<file path="config.mk">
export PLATFORM = sky130hd
export DESIGN_NAME = madd_error_monitor
export DESIGN_NICKNAME = d
export VERILOG_FILES = /design/src/rtl/madd_error_monitor.sv
export SDC_FILE = /design/constraint.sdc
export NUM_CORES = 1
export LEC_CHECK = 0
export ABC_AREA = 1
export BUFFER_PORTS_ARGS = -buffer_cell sky130_fd_sc_hd__buf_2
export CAP_MARGIN = 20
export CORE_MARGIN = 4
export CORE_UTILIZATION = 52
export DETAILED_ROUTE_END_ITERATION = 12
export PLACE_DENSITY = 0.74
export SLEW_MARGIN = 10
export SYNTH_ARGS = -nofsm -noshare
export SYNTH_HDL_FRONTEND = slang
export SYNTH_SLANG_ARGS = --single-unit
</file>
<file path="constraint.sdc">
create_clock -name clk -period 3.4 [get_ports clk]
set_input_delay 0.34 -clock clk [delete_from_list [all_inputs] [get_ports clk]]
set_output_delay 0.34 -clock clk [all_outputs]
set_load 0.1 [all_outputs]
</file>
<file path="src/rtl/madd_error_monitor.sv">
// Exhaustive error monitor for an approximate a*b+c circuit.
// Ports:
//   clk, rst            clock and async active-high reset
//   start               request to begin a sweep (taken in IDLE only)
//   busy                high from accepted start until result accepted
//   stim                DUT inputs: a=[W-1:0], b=[2W-1:W], c=[3W-1:2W]
//   dut_out             DUT result, sampled DUT_LAT cycles after stim
//   res_valid/ready     result handshake
//   max_err, err_sum,
//   err_cnt, pass       error statistics and verdict (max_err <= ET)
//   fail_vec, fail_valid
//                       first vector with error > ET; present only
//                       when MADD_MON_FIRST_FAIL_EN is defined
module madd_error_monitor #(
  parameter int OP_W    = 2,
  parameter int ET      = 6,
  parameter int DUT_LAT = 1
) (
  input  logic              clk,
  input  logic              rst,
  input  logic              start,
  output logic              busy,
  output logic [3*OP_W-1:0] stim,
  input  logic [2*OP_W-1:0] dut_out,
  output logic              res_valid,
  input  logic              res_ready,
  output logic [2*OP_W-1:0] max_err,
  output logic [5*OP_W-1:0] err_sum,
  output logic [3*OP_W:0]   err_cnt,
  output logic              pass
`ifdef MADD_MON_FIRST_FAIL_EN
  ,
  output logic [3*OP_W-1:0] fail_vec,
  output logic              fail_valid
`endif
);

  localparam int VW = 3*OP_W;
  localparam int RW = 2*OP_W;
  localparam int SW = 5*OP_W;
  localparam int CW = 3*OP_W+1;
  localparam int DW = (DUT_LAT > 1) ? $clog2(DUT_LAT) : 1;

  typedef enum logic [1:0] {
    IDLE,
    SWEEP,
    DRAIN,
    DONE
  } state_t;

  state_t state;
  state_t state_nxt;

  logic [VW-1:0] cnt;
  logic [DW-1:0] dcnt;

  // Tag pipeline tracks which vector dut_out belongs to.
  logic [VW-1:0]      tag_vec [DUT_LAT];
  logic [DUT_LAT-1:0] tag_vld;

  logic          go;
  logic          push;
  logic          smp;
  logic          to_done;
  logic [VW-1:0] smp_vec;
  logic [OP_W-1:0] sa;
  logic [OP_W-1:0] sb;
  logic [OP_W-1:0] sc;
  logic [RW-1:0] exact;
  logic [RW-1:0] err;
  logic [RW-1:0] max_nxt;

  assign go      = (state == IDLE) && start;
  assign push    = (state == SWEEP);
  assign smp     = tag_vld[DUT_LAT-1];
  assign smp_vec = tag_vec[DUT_LAT-1];
  assign to_done = (state == DRAIN) && (state_nxt == DONE);

  assign sa = smp_vec[OP_W-1:0];
  assign sb = smp_vec[2*OP_W-1:OP_W];
  assign sc = smp_vec[VW-1:2*OP_W];

  // Cannot overflow RW bits: max is 2^RW - 2^OP_W.
  assign exact = RW'(sa) * RW'(sb) + RW'(sc);
  assign err   = (dut_out >= exact) ? dut_out - exact
                                    : exact - dut_out;

  // Includes the sample landing on the DRAIN->DONE edge.
  assign max_nxt = (smp && (err > max_err)) ? err : max_err;

  assign busy      = (state != IDLE);
  assign res_valid = (state == DONE);

  always_ff @(posedge clk or posedge rst) begin
    if (rst) begin
      state <= IDLE;
    end else begin
      state <= state_nxt;
    end
  end

  always_comb begin
    state_nxt = state;
    unique case (state)
      IDLE:  if (start) state_nxt = SWEEP;
      SWEEP: if (cnt == '1) state_nxt = DRAIN;
      DRAIN: if (dcnt == DW'(DUT_LAT-1)) state_nxt = DONE;
      DONE:  if (res_ready) state_nxt = IDLE;
      default: state_nxt = IDLE;
    endcase
  end

  always_ff @(posedge clk or posedge rst) begin
    if (rst) begin
      cnt     <= '0;
      dcnt    <= '0;
      stim    <= '0;
      tag_vld <= '0;
      for (int i = 0; i < DUT_LAT; i++) begin
        tag_vec[i] <= '0;
      end
      max_err <= '0;
      err_sum <= '0;
      err_cnt <= '0;
      pass    <= 1'b0;
    end else begin
      for (int i = DUT_LAT-1; i >= 1; i--) begin
        tag_vld[i] <= tag_vld[i-1];
        tag_vec[i] <= tag_vec[i-1];
      end
      tag_vld[0] <= push;
      tag_vec[0] <= cnt;

      if (push) begin
        stim <= cnt;
        cnt  <= cnt + 1'b1;
      end

      if (state == DRAIN) begin
        dcnt <= dcnt + 1'b1;
      end else begin
        dcnt <= '0;
      end

      if (go) begin
        cnt     <= '0;
        max_err <= '0;
        err_sum <= '0;
        err_cnt <= '0;
        pass    <= 1'b0;
      end else if (smp) begin
        max_err <= max_nxt;
        err_sum <= err_sum + SW'(err);
        err_cnt <= err_cnt + CW'(err != '0);
      end

      if (to_done) begin
        pass <= (32'(max_nxt) <= 32'(ET));
      end
    end
  end

`ifdef MADD_MON_FIRST_FAIL_EN
  always_ff @(posedge clk or posedge rst) begin
    if (rst) begin
      fail_vec   <= '0;
      fail_valid <= 1'b0;
    end else if (go) begin
      fail_vec   <= '0;
      fail_valid <= 1'b0;
    end else if (smp && !fail_valid &&
                 (32'(err) > 32'(ET))) begin
      fail_vec   <= smp_vec;
      fail_valid <= 1'b1;
    end
  end
`endif

endmodule

</file>
# After elaboration in Yosys (flattened, before gate mapping)
# Index checks and enable logic that the tools add are counted.
# op_classes
n_mux	18
add_sub_neg	7
order_cmp	3
n_reduce_logical	9
mul	1
n_eq_ne	5
# op_table
op	count
10-bit 2-to-1 mux	2
4-bit 2-to-1 mux	4
7-bit 2-to-1 mux	2
6-bit 2-to-1 mux	2
10-bit by 4-bit adder with 10-bit output	1
2-bit 2-to-1 mux	4
2-bit one-hot mux with 4 select lines	1
2-bit nonzero test	4
4-bit subtractor	2
7-bit by 1-bit adder with 7-bit output	1
6-bit by 1-bit adder with 6-bit output, second input constant	1
2-bit == test, second input constant	3
6-bit == test, second input constant	1
4-bit by 2-bit adder with 4-bit output	1
4-bit >= comparator	1
4-bit > comparator	1
4-bit by 3-bit <= comparator with 1-bit output, second input constant	1
2-bit by 2-bit multiplier with 4-bit output	1
4-bit nonzero test	1
1-bit logical AND	3
1-bit 2-to-1 mux	3
2-bit by 1-bit == test with 1-bit output, second input constant	1
2-bit logical NOT	1
1-bit adder, second input constant	1
# word_totals
elab_cells	53
ff_bits	44
output_inout_bits	30
input_bits	8

# Longest topological paths before layout
# Gate-level depths: netlist (run 1).
# logic_depth
word_depth	9
depth_mapped	28
mapped_depth_nobuf	27

# Worst setup path after synthesis (run 1)
# OpenSTA, ideal clock, no wires.
# synth_timing
path_kind	register to register
start	reg tag_vec (netlist bit smp_vec[0])
end	reg err_cnt[6]
path_stages_with_launch	26
path_slack_ns	-0.215
n_path_buf	1
t_required_ns	3.274
arrival_time_ns	3.489
setup_ns	0.126
synth_period_minus_slack_ns	3.615
path_cell_list	dfrtp_1 -> nand2_1 -> fa_1 -> inv_1 -> ha_1 -> inv_1 -> fa_1 -> inv_1 -> ha_1 -> buf_6 -> nand2_2 -> inv_2 -> nand2_4 -> nand2_4 -> o21ai_2 -> inv_1 -> nand3_1 -> ha_1 -> ha_1 -> inv_1 -> nor2_1 -> nand2_1 -> nor2_1 -> nand2_1 -> o21ai_1 -> a21oi_1
# synth_between
elab_chain_len	8
word_cells_on_any_way	10
cone_classes	add/sub (4); mul (1); order compare (1); mux (3); reduce/logical (1)
# synth_lines
item	line	source
start: declaration	58	logic [VW-1:0] tag_vec [DUT_LAT];
start signal: indexed assignment	129	tag_vec[i] <= tag_vec[i-1];
2-bit by 2-bit multiplier with 4-bit output (*)	84	assign exact = RW'(sa) * RW'(sb) + RW'(sc);
4-bit by 2-bit adder with 4-bit output (*)	84	
4-bit subtractor, or another cell as far along	86	: exact - dut_out;
4-bit 2-to-1 mux (*)	85	assign err = (dut_out >= exact) ? dut_out - exact
4-bit nonzero test (*)	154	err_cnt <= err_cnt + CW'(err != '0);
7-bit by 1-bit adder with 7-bit output (*)	154	
7-bit 2-to-1 mux (*)	151	end else if (smp) begin
7-bit 2-to-1 mux (*)	145	if (go) begin
end signal: assignment	154	
end: declaration	29	output logic [3*OP_W:0] err_cnt,
# Mark *: on every way between the ends. The rest lies on a longest branch, timed or not. The select of a mux whose other input is x is not followed.
# A chain may end at the register's enable or synchronous reset.

# Final worst setup path (run 1)
# layout_timing
start	reg tag_vec (netlist bit smp_vec[0])
end	reg pass
# layout_between
elab_chain_len	9
word_cells_on_any_way	11
cone_classes	add/sub (3); mul (1); order compare (3); mux (3); reduce/logical (1)
# layout_lines
item	line	source
2-bit by 2-bit multiplier with 4-bit output (*)	84	
4-bit by 2-bit adder with 4-bit output (*)	84	
4-bit subtractor, or another cell as far along	86	
4-bit 2-to-1 mux (*)	85	
4-bit > comparator	89	assign max_nxt = (smp && (err > max_err)) ? err : max_err;
1-bit logical AND	89	
4-bit 2-to-1 mux (*)	89	
4-bit by 3-bit <= comparator with 1-bit output (*)	158	pass <= (32'(max_nxt) <= 32'(ET));
1-bit 2-to-1 mux (*)	157	if (to_done) begin
end signal: assignment	158	
end: declaration	30	output logic pass
# Mark *: on every way between the ends. The rest lies on a longest branch, timed or not.

==> out/qor.yml, run 1 <==
clocking:
  cts.htree.levels: 2
  cts_tree: "done"
  insertion_delay_ns: 0.30
  clk_pin_slew_ns: 0.09
  clock_path_buffers: 2
  cts_buffers: 5
  cts_num_sinks: 44
  cts-root-buf: "clkbuf_8"
logic_synthesis:
  synthAdderAreaFrac: 0.133
  synthesis.area_um2: 2640
  yosysTopAreaCellShare: 0.417
  synthesis.nets: 356
  syn_avg_cell_area_um2: 8.17
  synth-xor-area-share: 0.00996
  synth_cells: 323
  yosys.area_share.simple: 0.258
  netlist_top_cells_area: "dfrtp_1 42%, nand2_1 11%, ha_1 9.5%"
  seq_area_frac_synth: 0.417
  synthMuxAreaShare: 0
  synth_cell_type_count: 31
  ys_seq_elements: 44
  ys.warnings.count: 0
  synth_top_family_by_area: "simple AND/OR/NAND/NOR gates"
  yosysTopAreaCell: "dfrtp_1"
  synth_compound_area_frac: 0.0868
min_path:
  hp-class: "in2async"
floorplanning:
  die_w_um: 79.2
  initial_core_util: 0.548
  die-area_um2: 6280
  fp.dieH_um: 79.2
  ios: 38
  core-area_um2: 4820
  row_count: 25
global_route:
  grt_pass1_wl_um: 10400
  grt_use_total: 0.213
  grt_max_degree: 45
  grt_pass1_vias: 2194
  antenna_found_initial: 0
  grt_overflow: 0
sta:
  post-route-period-util: 1.10
  setup_viol: 18
  finClkSkew_ns: 0.00785
  hold_viol_final: 0
  rsz0062_at_grt: "yes"
  final.setup.worst_slack_ns: -0.354
  fin_crit_ns: 3.75
  maxSlewHeadroom: 0.634
  worstMarginPinSlew_ns: 0.550
  fmax_mhz: 266
  final_max_slew_viol_count: 0
  finalSetupTns_ns: -3.39
routing:
  drt-met1-wl_um: 2790
  drt_iter0_markers: 159
  dr_wl_met3_um: 270
  ant_nets: 0
  routed_wl_um: 6570
  drc: 0
  post_drt_via_cell_ratio: 5.15
  wl_per_cell_um: 14.6
  vias: 2321
  routed.top_layer: "met4"
  routed-wl-met2_um: 3340
  first_pass_iters: 4
setup_path:
  max_stage_delay_ns: 0.51
  crit_slowest_cell: "fa_1"
  regToRegEndpoint: "pass$_DFFE_PP0P_"
  crit_path_end_kind: "flip-flop"
  crit_path_frequent_cell: "nand2_1"
  critPathCapture: "pass$_DFFE_PP0P_"
  startpoint: "smp_vec[0]$_DFF_PP0_"
  cp.required_ns: 3.60
  worstPathMaxFanout: 7
  r2r_cells: 25
  timing.rr.start: "smp_vec[0]$_DFF_PP0_"
  cp.arrival_ns: 3.96
  path_class: "reg2reg"
  reg2reg_slack_ns: -0.35
  start_kind: "flip-flop"
status:
  violations: "setup timing"
  status: "finished with violations"
final_layout:
  fin_nets: 416
  antenna_cells: 0
  multi_input_area_um2: 1620
  num-fill-cells: 369
  drive_above_1_share: 0.391
  synthToLayoutAreaGrowth_pct: 31.3
  regArea_um2: 1100
run:
  drv_cap: 0
placement:
  io_buffers: 37
  place_congestion: 0.891
  dp_hpwl_um: 4260
==> worst max-delay path, delay by kind of cell, from the launching register on <==
kind | cells | cell delay, ns
fa+ha+maj | 5 | 1.63
flops | 1 | 0.40
simple gates | 13 | 1.10
buf+inv | 6 | 0.44
compound gates | 1 | 0.06
==> worst min-delay path by stage <==
stage                             from                    to  slack, ns  cells after the start
floorplan           cnt[3]$_DFFE_PP0P_  smp_vec[3]$_DFF_PP0_       0.35                      0
global placement    cnt[3]$_DFFE_PP0P_  smp_vec[3]$_DFF_PP0_       0.36                      0
detailed placement  cnt[3]$_DFFE_PP0P_  smp_vec[3]$_DFF_PP0_       0.37                      0
CTS                                rst  smp_vec[2]$_DFF_PP0_       0.17                      3
global route                       rst  smp_vec[2]$_DFF_PP0_       0.18                      3
finish                             rst  smp_vec[2]$_DFF_PP0_       0.15                      3
==> synthesized netlist by cell type <==
cell type / n
nand2_1: 80
inv_1: 47
dfrtp_1: 44
nand3_1: 24
nor2_1: 21
ha_1: 20
a21oi_1: 19
nand2_2: 11
o21ai_1: 9
inv_2: 7
nor3_1: 7
o21ai_0: 6
fa_1: 5
buf_4: 2
buf_6: 2
nand2_4: 2
o22ai_1: 2
xnor2_1: 2
a21oi_4: 1
a31oi_1: 1
and3_1: 1
buf_2: 1
inv_4: 1
nand3_2: 1
nand3b_1: 1
nor2_4: 1
nor2_8: 1
o21ai_2: 1
o21bai_1: 1
o31ai_1: 1
xor2_1: 1
==> flip-flops by register name, summed over array words and instances, names as in the netlist <==
register  count
err_cnt       7
pass          1
smp_vec       6
cnt           6
max_err       4
smp           1
state         2
dcnt          1
err_sum      10
stim          6
==> final cells by class <==
class                           count  area share
Inverter                           55      0.0625
Clock buffer                        5      0.0199
Tap cell                           67      0.0242
Multi-Input combinational cell    219       0.468
Timing Repair Buffer               58       0.100
Sequential cell                    44       0.318
Clock inverter                      3     0.00758
==> routing by layer <==
metal / GRT usage / vias up
met3: 0.0499 / 14
met2: 0.343 / 67
li1: - / 1143
met4: 0.0756 / 0
met1: 0.282 / 1097
met5: 0 / -
==> kinds of logic after synthesis <==
group | count (synthesis)
compound gates | 41
xor+xnor | 3
fa+ha+maj | 25
flops | 44
buf+inv | 60
simple gates | 150
==> per-stage QoR <==
stage,util,area [µm²],cells,setup WS [ns],hold slack [ns]
final,0.719,3460,451,-0.354,0.149
after global routing,0.719,3460,451,-0.472,0.180
after CTS,0.691,3330,447,-0.179,0.169
after detailed placement,0.634,3050,433,-0.506,0.372
after global placement,0.634,3050,433,-0.344,0.363
after floorplan,-,2740,323,-0.167,0.354
==> cells in the final DEF, fill, tap and decap left out, types with 8 or more instances in the layout <==
master   instances
nand3_2          8
buf_2           37
a21oi_1          9
ha_1            12
nand2_2         22
a21oi_2          8
dfrtp_1         44
inv_2            9
buf_4           20
inv_1           41
nand2_1         65
nand3_1         15
o21ai_1         11
nor2_1          17
==> timing repair <==
| action | CTS | global route |
|---|---|---|
| hold buffers | 0 | 0 |
| pin swaps | 22 | 7 |
| setup endpoints to repair | 20 | 19 |
| resized for setup | 30 | 25 |
| buffers inserted | 7 | 4 |
Power of run 1 is not shown: default switching activity piles up to over one toggle a cycle in this logic, so the estimate is an artifact.
==> run 2: changes to the inputs <==
Settings changed: CELL_PAD_IN_SITES_DETAIL_PLACEMENT set to 1, CELL_PAD_IN_SITES_GLOBAL_PLACEMENT set to 1, CORE_UTILIZATION 52 to 40, CTS_BUF_LIST set to sky130_fd_sc_hd__clkbuf_4, PLACE_DENSITY 0.74 to 0.77, SLEW_MARGIN 10 to 15.
==> run 2 against run 1 <==
  * The flow still finishes with violations (setup timing)
  * Via count rose by 3.7%
  * Worst hold slack got worse by 0.045 ns
  * Clock-buffer cell count did not move
  * Non-clock buffer count rose by 7
  * Sequential cell count did not move
==> out/qor.yml, run 2 (same netlist as run 1, synthesis figures left out) <==
setup_path:
  path_depth: 20  # -20%
  cp_cell_sequence: "nand2_1 -> fa_1 -> inv_1 -> ha_2 -> inv_2 -> fa_1 -> inv_2 -> ha_4 -> nand2_4 -> inv_4 -> nand2_4 -> nand2_8 -> o21ai_4 -> inv_2 -> fa_2 -> o21ai_4 -> nand2_2 -> o21ai_1 -> nand2_1 -> a31oi_1"
  crit_slowest_cell: "fa_1"
  cp.required_ns: 3.67  # +0.07 ns
  start_kind: "flip-flop"
  r2r_cells: 20  # -20%
  path_class: "reg2reg"
  crit_path_end_kind: "flip-flop"
  cp_top_family: "adder cells"
  crit_path_frequent_cell: "inv_2"
  worstPathMaxFanout: 7  # unchanged
  max_stage_delay_ns: 0.54  # +0.03 ns
  crit_buf_inv: 5  # -1
  cp.arrival_ns: 4.23  # +0.27 ns
final_layout:
  largestRegisters: "err_sum (10), err_cnt (7)"
  largest_reg_flops: 10  # unchanged
  regMostFlops: "err_sum"
  layout_common_cells: "56 x nand2_1, 44 x dfrtp_1, 40 x inv_1"
  mostFrequentLayoutCell: "nand2_1"
  fin_area_um2: 3690  # +6.5%
  antenna_cells: 0  # unchanged
  drive_above_1_share: 0.453  # +0.0621
  synthToLayoutAreaGrowth_pct: 39.8
  fin_nets: 423  # +1.7%
floorplanning:
  fp.dieH_um: 89.2  # +13%
  die-area_um2: 7960  # +27%
  die_w_um: 89.2  # +13%
  core-area_um2: 6390  # +33%
  row_count: 29  # +16%
  initial_core_util: 0.413  # -0.135
  ios: 38  # unchanged
global_route:
  antenna_found_initial: 0  # unchanged
  met3_usage: 0.0304  # -0.0195
  grt.busiest_layer: "met2"
  grt_use_met1: 0.241  # -0.0410
  grt_util_met2: 0.354  # +0.0109
  grt_use_total: 0.199  # -0.0150
  grt_pass1_wl_um: 12100  # +17%
  grt_max_degree: 45  # unchanged
  grt_overflow: 0  # unchanged
  grt_pass1_vias: 2580  # +18%
routing:
  drt_iter0_markers: 114  # -28%
  wl_per_cell_um: 17.8  # +22%
  routed_wl_um: 8340  # +27%
  post_drt_via_cell_ratio: 5.14  # about the same
  first_pass_iters: 4  # unchanged
  ant_nets: 0  # unchanged
  drc: 0  # unchanged
  vias: 2407  # +3.7%
run:
  drv_cap: 0  # unchanged
clocking:
  cts_buffers: 5  # unchanged
  cts_tree: "done"
  cts.htree.levels: 2  # unchanged
  cts-root-buf: "clkbuf_4"
  clk_pin_slew_ns: 0.14  # +0.05 ns
  clock_path_buffers: 2  # unchanged
  cts_num_sinks: 44  # unchanged
  insertion_delay_ns: 0.36  # +0.06 ns
  postCtsHoldBufs: 0  # unchanged
sta:
  final_max_slew_viol_count: 0  # unchanged
  worstMarginPinSlew_ns: 0.574  # +0.0244 ns
  rsz0062_at_grt: "yes"
  hold_viol_final: 0  # unchanged
  post-route-period-util: 1.16  # +0.0604
  maxSlewHeadroom: 0.617  # -0.0163
  final.setup.worst_slack_ns: -0.560  # -0.205 ns
  setup_viol: 20  # +2
  finClkSkew_ns: 0.0156  # +0.00778 ns
  fin_crit_ns: 3.96  # +0.205 ns
  fmax_mhz: 253  # -5.2%
placement:
  pre_cts_ws_ns: -0.484  # +0.0217 ns
  placed_area_um2: 3080  # +0.90%
  place_congestion: 0.790  # -11%
  dp_hpwl_um: 4920  # +16%
  io_buffers: 37  # unchanged
status:
  violations: "setup timing"
  status: "finished with violations"
min_path:
  hp-class: "in2async"
==> run 2: repair_timing <==
item	in CTS	in global routing
pin swaps	28	43
gates resized for setup	38	58
endpoints found under the setup margin	20	20
buffers inserted	11	6
==> run 2: worst paths after layout <==
check,start,to,slack (ns)
hold reg to reg,cnt[3]$_DFFE_PP0P_,smp_vec[3]$_DFF_PP0_,0.40
setup reg to reg,smp_vec[1]$_DFF_PP0_,err_sum[6]$_DFFE_PP0P_,-0.56
setup / recovery,smp_vec[1]$_DFF_PP0_,err_sum[6]$_DFFE_PP0P_,-0.56
hold / removal,rst,stim[4]$_DFFE_PP0P_,0.10
max in group asynchronous,rst,smp_vec[5]$_DFF_PP0_,2.91
min in group clk,res_ready,state[1]$_DFF_PP0_,0.30
==> run 2: per-layer routing <==
layer,share of wire,vias to the layer above
met2,0.53,54
li1,-,1148
met5,0,-
met1,0.41,1184
met4,0.023,0
met3,0.031,21
==> run 2: final cells by class <==
type / instances / area, µm²
tap: 77 / 96.3
inverter: 55 / 224
clock buffer: 5 / 37.5
multi-input combinational: 219 / 1760
clock inverter: 3 / 42.5
timing repair buffer: 65 / 425
sequential: 44 / 1100
fill: 737 / 2700
==> run 2: stage by stage <==
| step | TNS (ns) | std cells | hold slack (ns) | util |
|---|---|---|---|---|
| 2_1_floorplan | -0.948 | 323 | 0.354 | - |
| 3_3_place_gp | -4.34 | 445 | 0.368 | 0.482 |
| 3_5_place_dp | -6.75 | 445 | 0.374 | 0.482 |
| 4_1_cts | -2.80 | 464 | 0.118 | 0.537 |
| 5_1_grt | -10.26 | 468 | 0.140 | 0.578 |
| 6_report | -6.30 | 468 | 0.104 | 0.578 |
==> run 2: tightest hold or removal path: cells and delay by family <==
kind	cells	cell delay [ns]
buf+inv	3	0.60
Power of run 2 is left out for the same reason.
